### src/rtl/pmp_unit_if.sv
// pmp_unit_if: CSR access and check request/response bundle for pmp_unit.
//   csr_*  : CSR write strobe/address/data, combinational read data, csr_ready
//   req_*  : access check request (address, op, privilege) with req_ready
//   resp_* : one-cycle result pulse plus registered allow/matched/index
// master = core side (CSR file, LSU/fetch), slave = pmp_unit.
interface pmp_unit_if #(
  parameter int XLEN = 32
);
  logic            csr_we;
  logic            csr_ready;
  logic [11:0]     csr_addr;
  logic [XLEN-1:0] csr_wdata;
  logic [XLEN-1:0] csr_rdata;
  logic            req_valid;
  logic            req_ready;
  logic [XLEN-1:0] req_addr;
  logic [1:0]      req_op;
  logic            req_mmode;
  logic            resp_valid;
  logic            resp_allow;
  logic            resp_matched;
  logic [3:0]      resp_idx;

  modport master (
    output csr_we, csr_addr, csr_wdata, req_valid, req_addr, req_op, req_mmode,
    input  csr_ready, csr_rdata, req_ready, resp_valid, resp_allow, resp_matched, resp_idx
  );

  modport slave (
    input  csr_we, csr_addr, csr_wdata, req_valid, req_addr, req_op, req_mmode,
    output csr_ready, csr_rdata, req_ready, resp_valid, resp_allow, resp_matched, resp_idx
  );
endinterface

### src/rtl/pmp_unit.sv
// pmp_unit: physical memory protection checker with up to 16 entries.
// Holds pmpcfg0..3 (0x3A0-0x3A3) and pmpaddr0..15 (0x3B0-0x3BF). Each accepted
// request is scanned one entry per cycle, lowest index first, stopping at the
// first match; the result is presented with a one-cycle resp_valid pulse.
// Ports:
//   clk  - clock
//   rst  - asynchronous reset, active-high
//   bus  - pmp_unit_if.slave: CSR read/write, check request, check response
// XLEN must be at least 32 (pmpcfg words occupy the low 32 bits).
module pmp_unit #(
  parameter int NUM_ENTRIES = 16,
  parameter int XLEN        = 32
) (
  input logic       clk,
  input logic       rst,
  pmp_unit_if.slave bus
);

  localparam logic [1:0] S_IDLE = 2'd0;
  localparam logic [1:0] S_SCAN = 2'd1;
  localparam logic [1:0] S_RESP = 2'd2;

  localparam logic [1:0] A_OFF   = 2'd0;
  localparam logic [1:0] A_TOR   = 2'd1;
  localparam logic [1:0] A_NA4   = 2'd2;
  localparam logic [1:0] A_NAPOT = 2'd3;

  localparam logic [1:0] OP_READ  = 2'd0;
  localparam logic [1:0] OP_WRITE = 2'd1;
  localparam logic [1:0] OP_EXEC  = 2'd2;

  localparam logic [3:0] LAST_IDX = 4'(NUM_ENTRIES - 1);

  // Storage is always 16 deep; entries at or above NUM_ENTRIES are never
  // written, so they stay 0, read back as 0 and behave as OFF.
  logic [7:0]      cfg_q  [16];
  logic [XLEN-1:0] addr_q [16];
  logic            addr_lock [16];

  logic [1:0] state;
  logic [3:0] idx;
  logic       resp_allow_q;
  logic       resp_matched_q;
  logic [3:0] resp_idx_q;

  logic [XLEN-1:0] wa_p0;
  logic [1:0]      op_p0;
  logic            mmode_p0;

  logic            cfg_sel;
  logic            addr_sel;
  logic            csr_wr;
  logic [31:0]     cfg_word;
  logic [XLEN-1:0] rdata;

  logic [7:0]      cur_cfg;
  logic [XLEN-1:0] cur_a;
  logic [XLEN-1:0] prev_a;
  logic [XLEN-1:0] napot_mask;
  logic            hit;

  // Reserved bits read as zero and W without R is not a legal combination.
  function automatic logic [7:0] cfg_legalize(input logic [7:0] b);
    logic [7:0] r;
    r      = b;
    r[6:5] = 2'b00;
    if (r[1] && !r[0]) r[1] = 1'b0;
    return r;
  endfunction

  // Unlocked entries grant everything to M-mode; otherwise RWX apply.
  function automatic logic perm_ok(input logic [7:0] c, input logic [1:0] op,
                                   input logic mmode);
    logic ok;
    if (mmode && !c[7]) begin
      ok = 1'b1;
    end else begin
      case (op)
        OP_READ:  ok = c[0];
        OP_WRITE: ok = c[1];
        OP_EXEC:  ok = c[2];
        default:  ok = 1'b1;
      endcase
    end
    return ok;
  endfunction

  assign cfg_sel  = (bus.csr_addr[11:2] == 10'h0E8);
  assign addr_sel = (bus.csr_addr[11:4] == 8'h3B);
  assign csr_wr   = bus.csr_we && (state == S_IDLE);

  assign bus.req_ready    = (state == S_IDLE);
  assign bus.csr_ready    = (state == S_IDLE);
  assign bus.resp_valid   = (state == S_RESP);
  assign bus.resp_allow   = resp_allow_q;
  assign bus.resp_matched = resp_matched_q;
  assign bus.resp_idx     = resp_idx_q;
  assign bus.csr_rdata    = rdata;

  // pmpaddr[i] is frozen by its own lock, and also by a locked TOR entry
  // above it that uses it as the bottom of its range.
  always_comb begin
    for (int e = 0; e < 16; e++) addr_lock[e] = cfg_q[e][7];
    for (int e = 0; e < 15; e++) begin
      if (cfg_q[e+1][7] && (cfg_q[e+1][4:3] == A_TOR)) addr_lock[e] = 1'b1;
    end
  end

  always_comb begin
    cfg_word = '0;
    rdata    = '0;
    for (int j = 0; j < 4; j++) cfg_word[8*j +: 8] = cfg_q[{bus.csr_addr[1:0], 2'(j)}];
    if (cfg_sel)       rdata[31:0] = cfg_word;
    else if (addr_sel) rdata       = addr_q[bus.csr_addr[3:0]];
  end

  // Match evaluation for the entry currently being scanned.
  always_comb begin
    cur_cfg    = cfg_q[idx];
    cur_a      = addr_q[idx];
    prev_a     = (idx == 4'd0) ? '0 : addr_q[idx - 4'd1];
    napot_mask = cur_a ^ (cur_a + XLEN'(1));
    case (cur_cfg[4:3])
      A_OFF:   hit = 1'b0;
      A_TOR:   hit = (prev_a < cur_a) && (wa_p0 >= prev_a) && (wa_p0 < cur_a);
      A_NA4:   hit = (wa_p0 == cur_a);
      A_NAPOT: hit = ((wa_p0 & ~napot_mask) == (cur_a & ~napot_mask));
      default: hit = 1'b0;
    endcase
  end

  // Request capture (stage p0): held for the whole scan.
  always_ff @(posedge clk) begin
    if ((state == S_IDLE) && bus.req_valid) begin
      wa_p0    <= bus.req_addr >> 2;
      op_p0    <= bus.req_op;
      mmode_p0 <= bus.req_mmode;
    end
  end

  always_ff @(posedge clk or posedge rst) begin
    if (rst) begin
      state          <= S_IDLE;
      idx            <= '0;
      resp_allow_q   <= 1'b0;
      resp_matched_q <= 1'b0;
      resp_idx_q     <= '0;
      for (int e = 0; e < 16; e++) begin
        cfg_q[e]  <= '0;
        addr_q[e] <= '0;
      end
    end else begin
      if (csr_wr) begin
        for (int e = 0; e < 16; e++) begin
          if (e < NUM_ENTRIES) begin
            if (cfg_sel && (bus.csr_addr[1:0] == 2'(e / 4)) && !cfg_q[e][7])
              cfg_q[e] <= cfg_legalize(bus.csr_wdata[8*(e%4) +: 8]);
            if (addr_sel && (bus.csr_addr[3:0] == 4'(e)) && !addr_lock[e])
              addr_q[e] <= bus.csr_wdata;
          end
        end
      end

      case (state)
        S_IDLE: begin
          if (bus.req_valid) begin
            state <= S_SCAN;
            idx   <= '0;
          end
        end
        S_SCAN: begin
          if (hit) begin
            state          <= S_RESP;
            resp_allow_q   <= perm_ok(cur_cfg, op_p0, mmode_p0);
            resp_matched_q <= 1'b1;
            resp_idx_q     <= idx;
          end else if (idx == LAST_IDX) begin
            state          <= S_RESP;
            resp_allow_q   <= mmode_p0;
            resp_matched_q <= 1'b0;
            resp_idx_q     <= '0;
          end else begin
            idx <= idx + 4'd1;
          end
        end
        S_RESP:  state <= S_IDLE;
        default: state <= S_IDLE;
      endcase
    end
  end

endmodule

### src/flat_wrapper.sv
// flat-port wrapper written by rule: the top's interface ports become plain ports
module pmp_unit_flat 
#(
  parameter int NUM_ENTRIES = 16,
  parameter int XLEN        = 32
)
  (clk, rst, bus_csr_we, bus_csr_addr, bus_csr_wdata, bus_req_valid, bus_req_addr, bus_req_op, bus_req_mmode, bus_csr_ready, bus_csr_rdata, bus_req_ready, bus_resp_valid, bus_resp_allow, bus_resp_matched, bus_resp_idx);
  pmp_unit_if #(.XLEN(XLEN)) bus_i ();
  input logic clk;
  input logic rst;
  input wire logic [$bits(bus_i.csr_we)-1:0] bus_csr_we;
  input wire logic [$bits(bus_i.csr_addr)-1:0] bus_csr_addr;
  input wire logic [$bits(bus_i.csr_wdata)-1:0] bus_csr_wdata;
  input wire logic [$bits(bus_i.req_valid)-1:0] bus_req_valid;
  input wire logic [$bits(bus_i.req_addr)-1:0] bus_req_addr;
  input wire logic [$bits(bus_i.req_op)-1:0] bus_req_op;
  input wire logic [$bits(bus_i.req_mmode)-1:0] bus_req_mmode;
  output wire logic [$bits(bus_i.csr_ready)-1:0] bus_csr_ready;
  output wire logic [$bits(bus_i.csr_rdata)-1:0] bus_csr_rdata;
  output wire logic [$bits(bus_i.req_ready)-1:0] bus_req_ready;
  output wire logic [$bits(bus_i.resp_valid)-1:0] bus_resp_valid;
  output wire logic [$bits(bus_i.resp_allow)-1:0] bus_resp_allow;
  output wire logic [$bits(bus_i.resp_matched)-1:0] bus_resp_matched;
  output wire logic [$bits(bus_i.resp_idx)-1:0] bus_resp_idx;
  assign bus_i.csr_we = bus_csr_we;
  assign bus_i.csr_addr = bus_csr_addr;
  assign bus_i.csr_wdata = bus_csr_wdata;
  assign bus_i.req_valid = bus_req_valid;
  assign bus_i.req_addr = bus_req_addr;
  assign bus_i.req_op = bus_req_op;
  assign bus_i.req_mmode = bus_req_mmode;
  assign bus_csr_ready = bus_i.csr_ready;
  assign bus_csr_rdata = bus_i.csr_rdata;
  assign bus_req_ready = bus_i.req_ready;
  assign bus_resp_valid = bus_i.resp_valid;
  assign bus_resp_allow = bus_i.resp_allow;
  assign bus_resp_matched = bus_i.resp_matched;
  assign bus_resp_idx = bus_i.resp_idx;
  pmp_unit #(.NUM_ENTRIES(NUM_ENTRIES), .XLEN(XLEN)) u_core (.clk(clk), .rst(rst), .bus(bus_i));
endmodule
### config.mk
export PLATFORM = sky130hd
export DESIGN_NAME = pmp_unit_flat
export DESIGN_NICKNAME = d
export VERILOG_FILES = /design/src/rtl/pmp_unit_if.sv /design/src/rtl/pmp_unit.sv /design/src/flat_wrapper.sv
export SDC_FILE = /design/constraint.sdc
export NUM_CORES = 2
export LEC_CHECK = 0
export BUFFER_PORTS_ARGS = -buffer_cell sky130_fd_sc_hd__buf_2
export CELL_PAD_IN_SITES_DETAIL_PLACEMENT = 2
export CELL_PAD_IN_SITES_GLOBAL_PLACEMENT = 2
export CORE_ASPECT_RATIO = 0.75
export CORE_MARGIN = 2
export CORE_UTILIZATION = 46
export DETAILED_ROUTE_END_ITERATION = 8
export PLACE_DENSITY = 0.9
export SLEW_MARGIN = 20
export SYNTH_ARGS = -nofsm -noshare
export SYNTH_HDL_FRONTEND = slang
export SYNTH_SLANG_ARGS = --single-unit
### constraint.sdc
create_clock -name clk -period 23.6 [get_ports clk]
set_input_delay 3.54 -clock clk [delete_from_list [all_inputs] [get_ports clk]]
set_output_delay 3.54 -clock clk [all_outputs]
set_load 0.01 [all_outputs]
## After elaboration in Yosys (flattened, before gate mapping)

Index checks and enable logic that the tools add are counted.

| cells by class | value |
|---|---|
| add/subtract/negate cells | 3 |
| $lt $le $gt $ge | 10 |
| eq/ne operators | 49 |
| multiplexer cells | 63 |
| bitwise gates (word level) | 11 |
| reduce and logical (&&, ||, !) cells | 155 |

Operators with widths:

| operator | count |
|---|---|
| $bmux W32 S4 | 3 |
| $mux W32 | 9 |
| $bmux W8 S4 | 5 |
| $mux W8 | 10 |
| $logic_and A1 B1 Y1 | 76 |
| $reduce_and A2 Y1 | 34 |
| $eq A2 B1 Y1 const B | 19 |
| $eq A4 B4 Y1 const B | 9 |
| $logic_not A1 Y1 | 36 |
| $ge A5 B5 Y1 const B | 7 |
| $not A4 Y5 | 7 |
| $add A32 B1 Y32 const B | 1 |
| $and A30 B32 Y32 | 1 |
| $and A32 B32 Y32 | 1 |
| $eq A30 B32 Y1 | 1 |
| $eq A32 B32 Y1 | 1 |
| $ge A30 B32 Y1 | 1 |
| $lt A30 B32 Y1 | 1 |
| $lt A32 B32 Y1 | 1 |
| $not A32 Y32 | 1 |
| $xor A32 B32 Y32 | 1 |
| $mux W1 | 24 |
| $mux W4 | 5 |
| $eq A4 B3 Y1 const B | 4 |
| 18 further kinds | 33 |

| storage, ports and cells | value |
|---|---|
| register bits after elaboration | 653 |
| input port bits | 83 |
| output and inout port bits | 41 |
| word-level logic and storage cells | 331 |

## Logic depth before layout (Yosys ltp)

| logic depth | value |
|---|---|
| depth after elaboration | 12 |
| gate-level depth with buffers | 31 |
| mapped depth without buffers | 21 |

## Worst setup path after synthesis

No wires, ideal clock.

| timing | value |
|---|---|
| path type | input port to output port |
| start | input bus_csr_addr[0] |
| end | output bus_csr_rdata[1] |
| arrival | 5.774 ns |
| data required time | 20.060 ns |
| setup slack | 14.286 ns |
| cell stages on the path | 8 |
| buffers on the path | 4 |
| cells stage by stage | clkbuf_1 clkbuf_1 clkbuf_1 buf_1 mux4_2 mux4_2 inv_1 o22ai_1 |

| between the ends | value |
|---|---|
| word-level cells in the longest chain between the ends | 6 |
| elaborated cells between the ends (all ways) | 10 |
| those cells by class | mux: 8; bitwise: 2 |

RTL lines:

| what | RTL line | source |
|---|---|---|
| from (decl) | flat_wrapper.sv:12 | `input wire logic [$bits(bus_i.csr_addr)-1:0] bus_csr_addr;` |
| $not A4 Y5 (implied by the code) | pmp_unit.sv:114 | `else if (addr_sel) rdata = addr_q[bus.csr_addr[3:0]];` |
| $bmux W32 S4 | pmp_unit.sv:114 |  |
| $mux W32 (implied by the code) (2 in series) | pmp_unit.sv:114 |  |
| $mux W32 | pmp_unit.sv:114 |  |
| $mux W32 * | pmp_unit.sv:113 | `if (cfg_sel) rdata[31:0] = cfg_word;` |
| to (decl) | flat_wrapper.sv:19 | `output wire logic [$bits(bus_i.csr_rdata)-1:0] bus_csr_rdata;` |

Every way passes the cells marked *; elsewhere a longest branch is shown, timed or not. The select of a mux whose other input is x is not followed.

## Worst setup path in the final report

| timing | value |
|---|---|
| start | input bus_csr_addr[0] |
| end | output bus_csr_rdata[11] |

The elaborated chain is that of the path after synthesis.

==> impl_metrics.json <==
{
  "slowest_delay_ps": 930,
  "final_cell_mix": "mux2_2 (641), dfrtp_1 (616), mux4_2 (428), mux2i_1 (145), inv_1 (130)",
  "drt_iter0_drc": 5284,
  "dp_cells": 4376,
  "vdd_drop_max_v": 0.0001288,
  "path_delay_family": "buffers and inverters",
  "insertion_delay_ps": 710,
  "critPathRequiredTime_ps": 20060,
  "finalCriticalPeriod_ps": 11470,
  "final_nets": 3420,
  "ys_warn_count": 0,
  "async_flop_share_pct": 94.95,
  "cts_setup_buffers": 0,
  "post_cts_resized": 0,
  "power.total_mw": 4.624,
  "start_kind": "input port",
  "dpl.hpwl_um": 126400,
  "p_per_area_nw_per_um2": 97.66,
  "fp.dieH_um": 269.9,
  "nFillCells": 8662,
  "post-route-period-util_pct": 48.61,
  "worst_hold_slack_ps": 477.4,
  "crit_arrival_ps": 7930,
  "cts_buffers": 73,
  "wl_per_cell_um": 46.20,
  "min_to": "u_core.bus.resp_matched",
  "cp_slowest_cell": "buf_4",
  "cts_sinks": 653,
  "path_cells": "buf_8, buf_4, buf_4, mux4_2, mux4_2, inv_1, o22ai_1, buf_2",
  "layout_commonest_cell": "mux2_2",
  "cts.htree.levels": 3,
  "cts_buffer_depth": 3,
  "min_path_cells": 1,
  "grt_pass1_vias": 38275,
  "drc": 0,
  "pre_cts_slack_ps": 12190,
  "stdcell_count": 4527,
  "hold_viol_final": 0,
  "relSlewSlack_pct": 10.90,
  "cts.clk_slew.worst_paths_ps": 50,
  "synth_nets": 3420,
  "grt_max_degree": 178,
  "postLayoutCoreUtil_pct": 50.66,
  "vias_per_cell": 7.846,
  "pin_count": 124,
  "die_x_um": 358.6,
  "path_buf_inv": 5,
  "final_layout_size_suffix_gt1_share_pct": 44.91,
  "r2r_cells": 23,
  "antenna_found_initial": 26,
  "cts_tree": "built",
  "cts_hold_buf": 0,
  "p_leak_nw": 21.51,
  "yosysSeqAreaShare_pct": 38.05,
  "grt_overflow": 0,
  "critPathMaxFanout": 83,
  "placementRows": 97,
  "vias": 35521,
  "place_area_sq_um": 44870,
  "tns_ps": 0,
  "coreArea_sq_um": 93450,
  "ys_types": 86,
  "fmax_mhz": 87.17,
  "die_area_sq_um": 96790,
  "fin_skew_ps": 36.24,
  "gp_congestion": 0.9019,
  "cap_violations": 0,
  "path_depth": 8,
  "grt.total_usage_pct": 43.34,
  "r2r_slack_ps": 13650,
  "rsz0062_at_grt": "false",
  "drt_wl_total_um": 209100,
  "grt_first_pass_wirelength_um": 298700,
  "hp-start": "u_core.bus.resp_matched",
  "firstDrtPassIters": 6,
  "drv_slew": 0,
  "layout_setup_ws_ps": 12130,
  "hp-class": "reg2reg",
  "synth_edf_count": 33,
  "final_area_sq_um": 47350,
  "start_util_pct": 46.41,
  "ant_nets": 0,
  "setup_violations": 0,
  "outcome": "finished, final reports clean",
  "worst_pin_slew_ps": 1337,
  "synth.avg_cell_area_sq_um": 13.49,
  "ys.flop_type": "dfrtp_1",
  "rr_endpoint": "u_core.idx[1]",
  "synth_area_sq_um": 43380,
  "crit_path_end_kind": "output port",
  "areaGrowthSynthToFinish_pct": 9.156,
  "io_buffer_count": 121,
  "clockRootBuffer": "clkbuf_16",
  "crit_type": "in2out",
  "ys_ff_latch": 653,
  "r2r_start": "u_core.idx[0]",
  "postSynthCellCount": 3215
}
-- cell usage after synthesis, drive strengths merged, types with 20 or more instances --
| master | instances | area share (%) |
|---|---|---|
| a21oi | 42 | 0.49 |
| xor2 | 20 | 0.40 |
| clkbuf | 133 | 1.2 |
| mux2i | 147 | 3.4 |
| nor2b | 20 | 0.29 |
| a21o | 36 | 0.62 |
| nand4 | 23 | 0.33 |
| edfxtp | 33 | 2.3 |
| buf | 133 | 2.0 |
| o22ai | 37 | 0.56 |
| nor3 | 20 | 0.23 |
| or2 | 38 | 0.55 |
| dfrtp | 620 | 36 |
| mux2 | 650 | 17 |
| nand2 | 132 | 1.1 |
| o21ai | 69 | 0.80 |
| nand3 | 42 | 0.48 |
| inv | 134 | 1.2 |
| a22oi | 47 | 0.85 |
| nor2 | 66 | 0.61 |
| ha | 122 | 3.5 |
| mux4 | 429 | 22 |
-- registers in the layout, indices dropped and copies added, names as in the netlist, 2 cells and up --
signal               cells
u_core.addr_q          512
u_core.idx               4
u_core.op_p0             2
u_core.wa_p0            30
u_core.state             2
u_core.bus.resp_idx      4
u_core.cfg_q            95
-- routing by layer --
metal / part of all wire [%] / track usage (%)
met1: 34 / 51.48
met2: 45 / 64.49
met3: 13 / 17.78
met4: 7.8 / 28.82
met5: 0.068 / 0
-- kinds of logic (layout without fill, tap and decap cells) --
family                   Yosys count  after routing  share of synthesized area [%]
AO/OA/AOI/OAI                    324            324                          5.201
flip-flops                       653            653                          38.05
adder cells (fa/ha/maj)          122            122                          3.519
AND/OR/NAND/NOR                  453            453                          5.564
multiplexers                    1226           1226                          42.61
other                              0             21                              0
XOR/XNOR                          36             36                         0.7269
buffers and inverters            401            455                          4.327
-- power breakdown --
part	switching [mW]	leakage [nW]	internal, mW
Combinational	1.47	11.4	0.714
Sequential	0.0644	8.91	1.15
Clock	0.558	1.19	0.669
Total	2.09	21.5	2.53
-- worst max-delay path by stage --
| stage | from | endpoint | slack [ps] |
|---|---|---|---|
| after floorplan | rst | u_core.addr_lock[0] | 2700 |
| after global placement | bus_csr_addr[0] | bus_csr_rdata[2] | 12350 |
| after detailed placement | bus_csr_addr[0] | bus_csr_rdata[11] | 12190 |
| after CTS | bus_csr_addr[0] | bus_csr_rdata[11] | 12110 |
| after global routing | bus_csr_addr[0] | bus_csr_rdata[11] | 11920 |
| final | bus_csr_addr[0] | bus_csr_rdata[11] | 12130 |
-- final cells by class --
type                       instances  area, sq um  share of cell area, %
multi-input combinational       2161        25100                  53.02
sequential                       653        16520                  34.89
clock buffer                     107         2187                  4.619
tap                             1237         1548                  3.269
timing repair buffer             191         1211                  2.558
inverter                         135        514.2                  1.086
clock inverter                    22        211.5                 0.4466
antenna                           21        52.55                 0.1110
No activity file was read; power rests on OpenSTA's default activity.
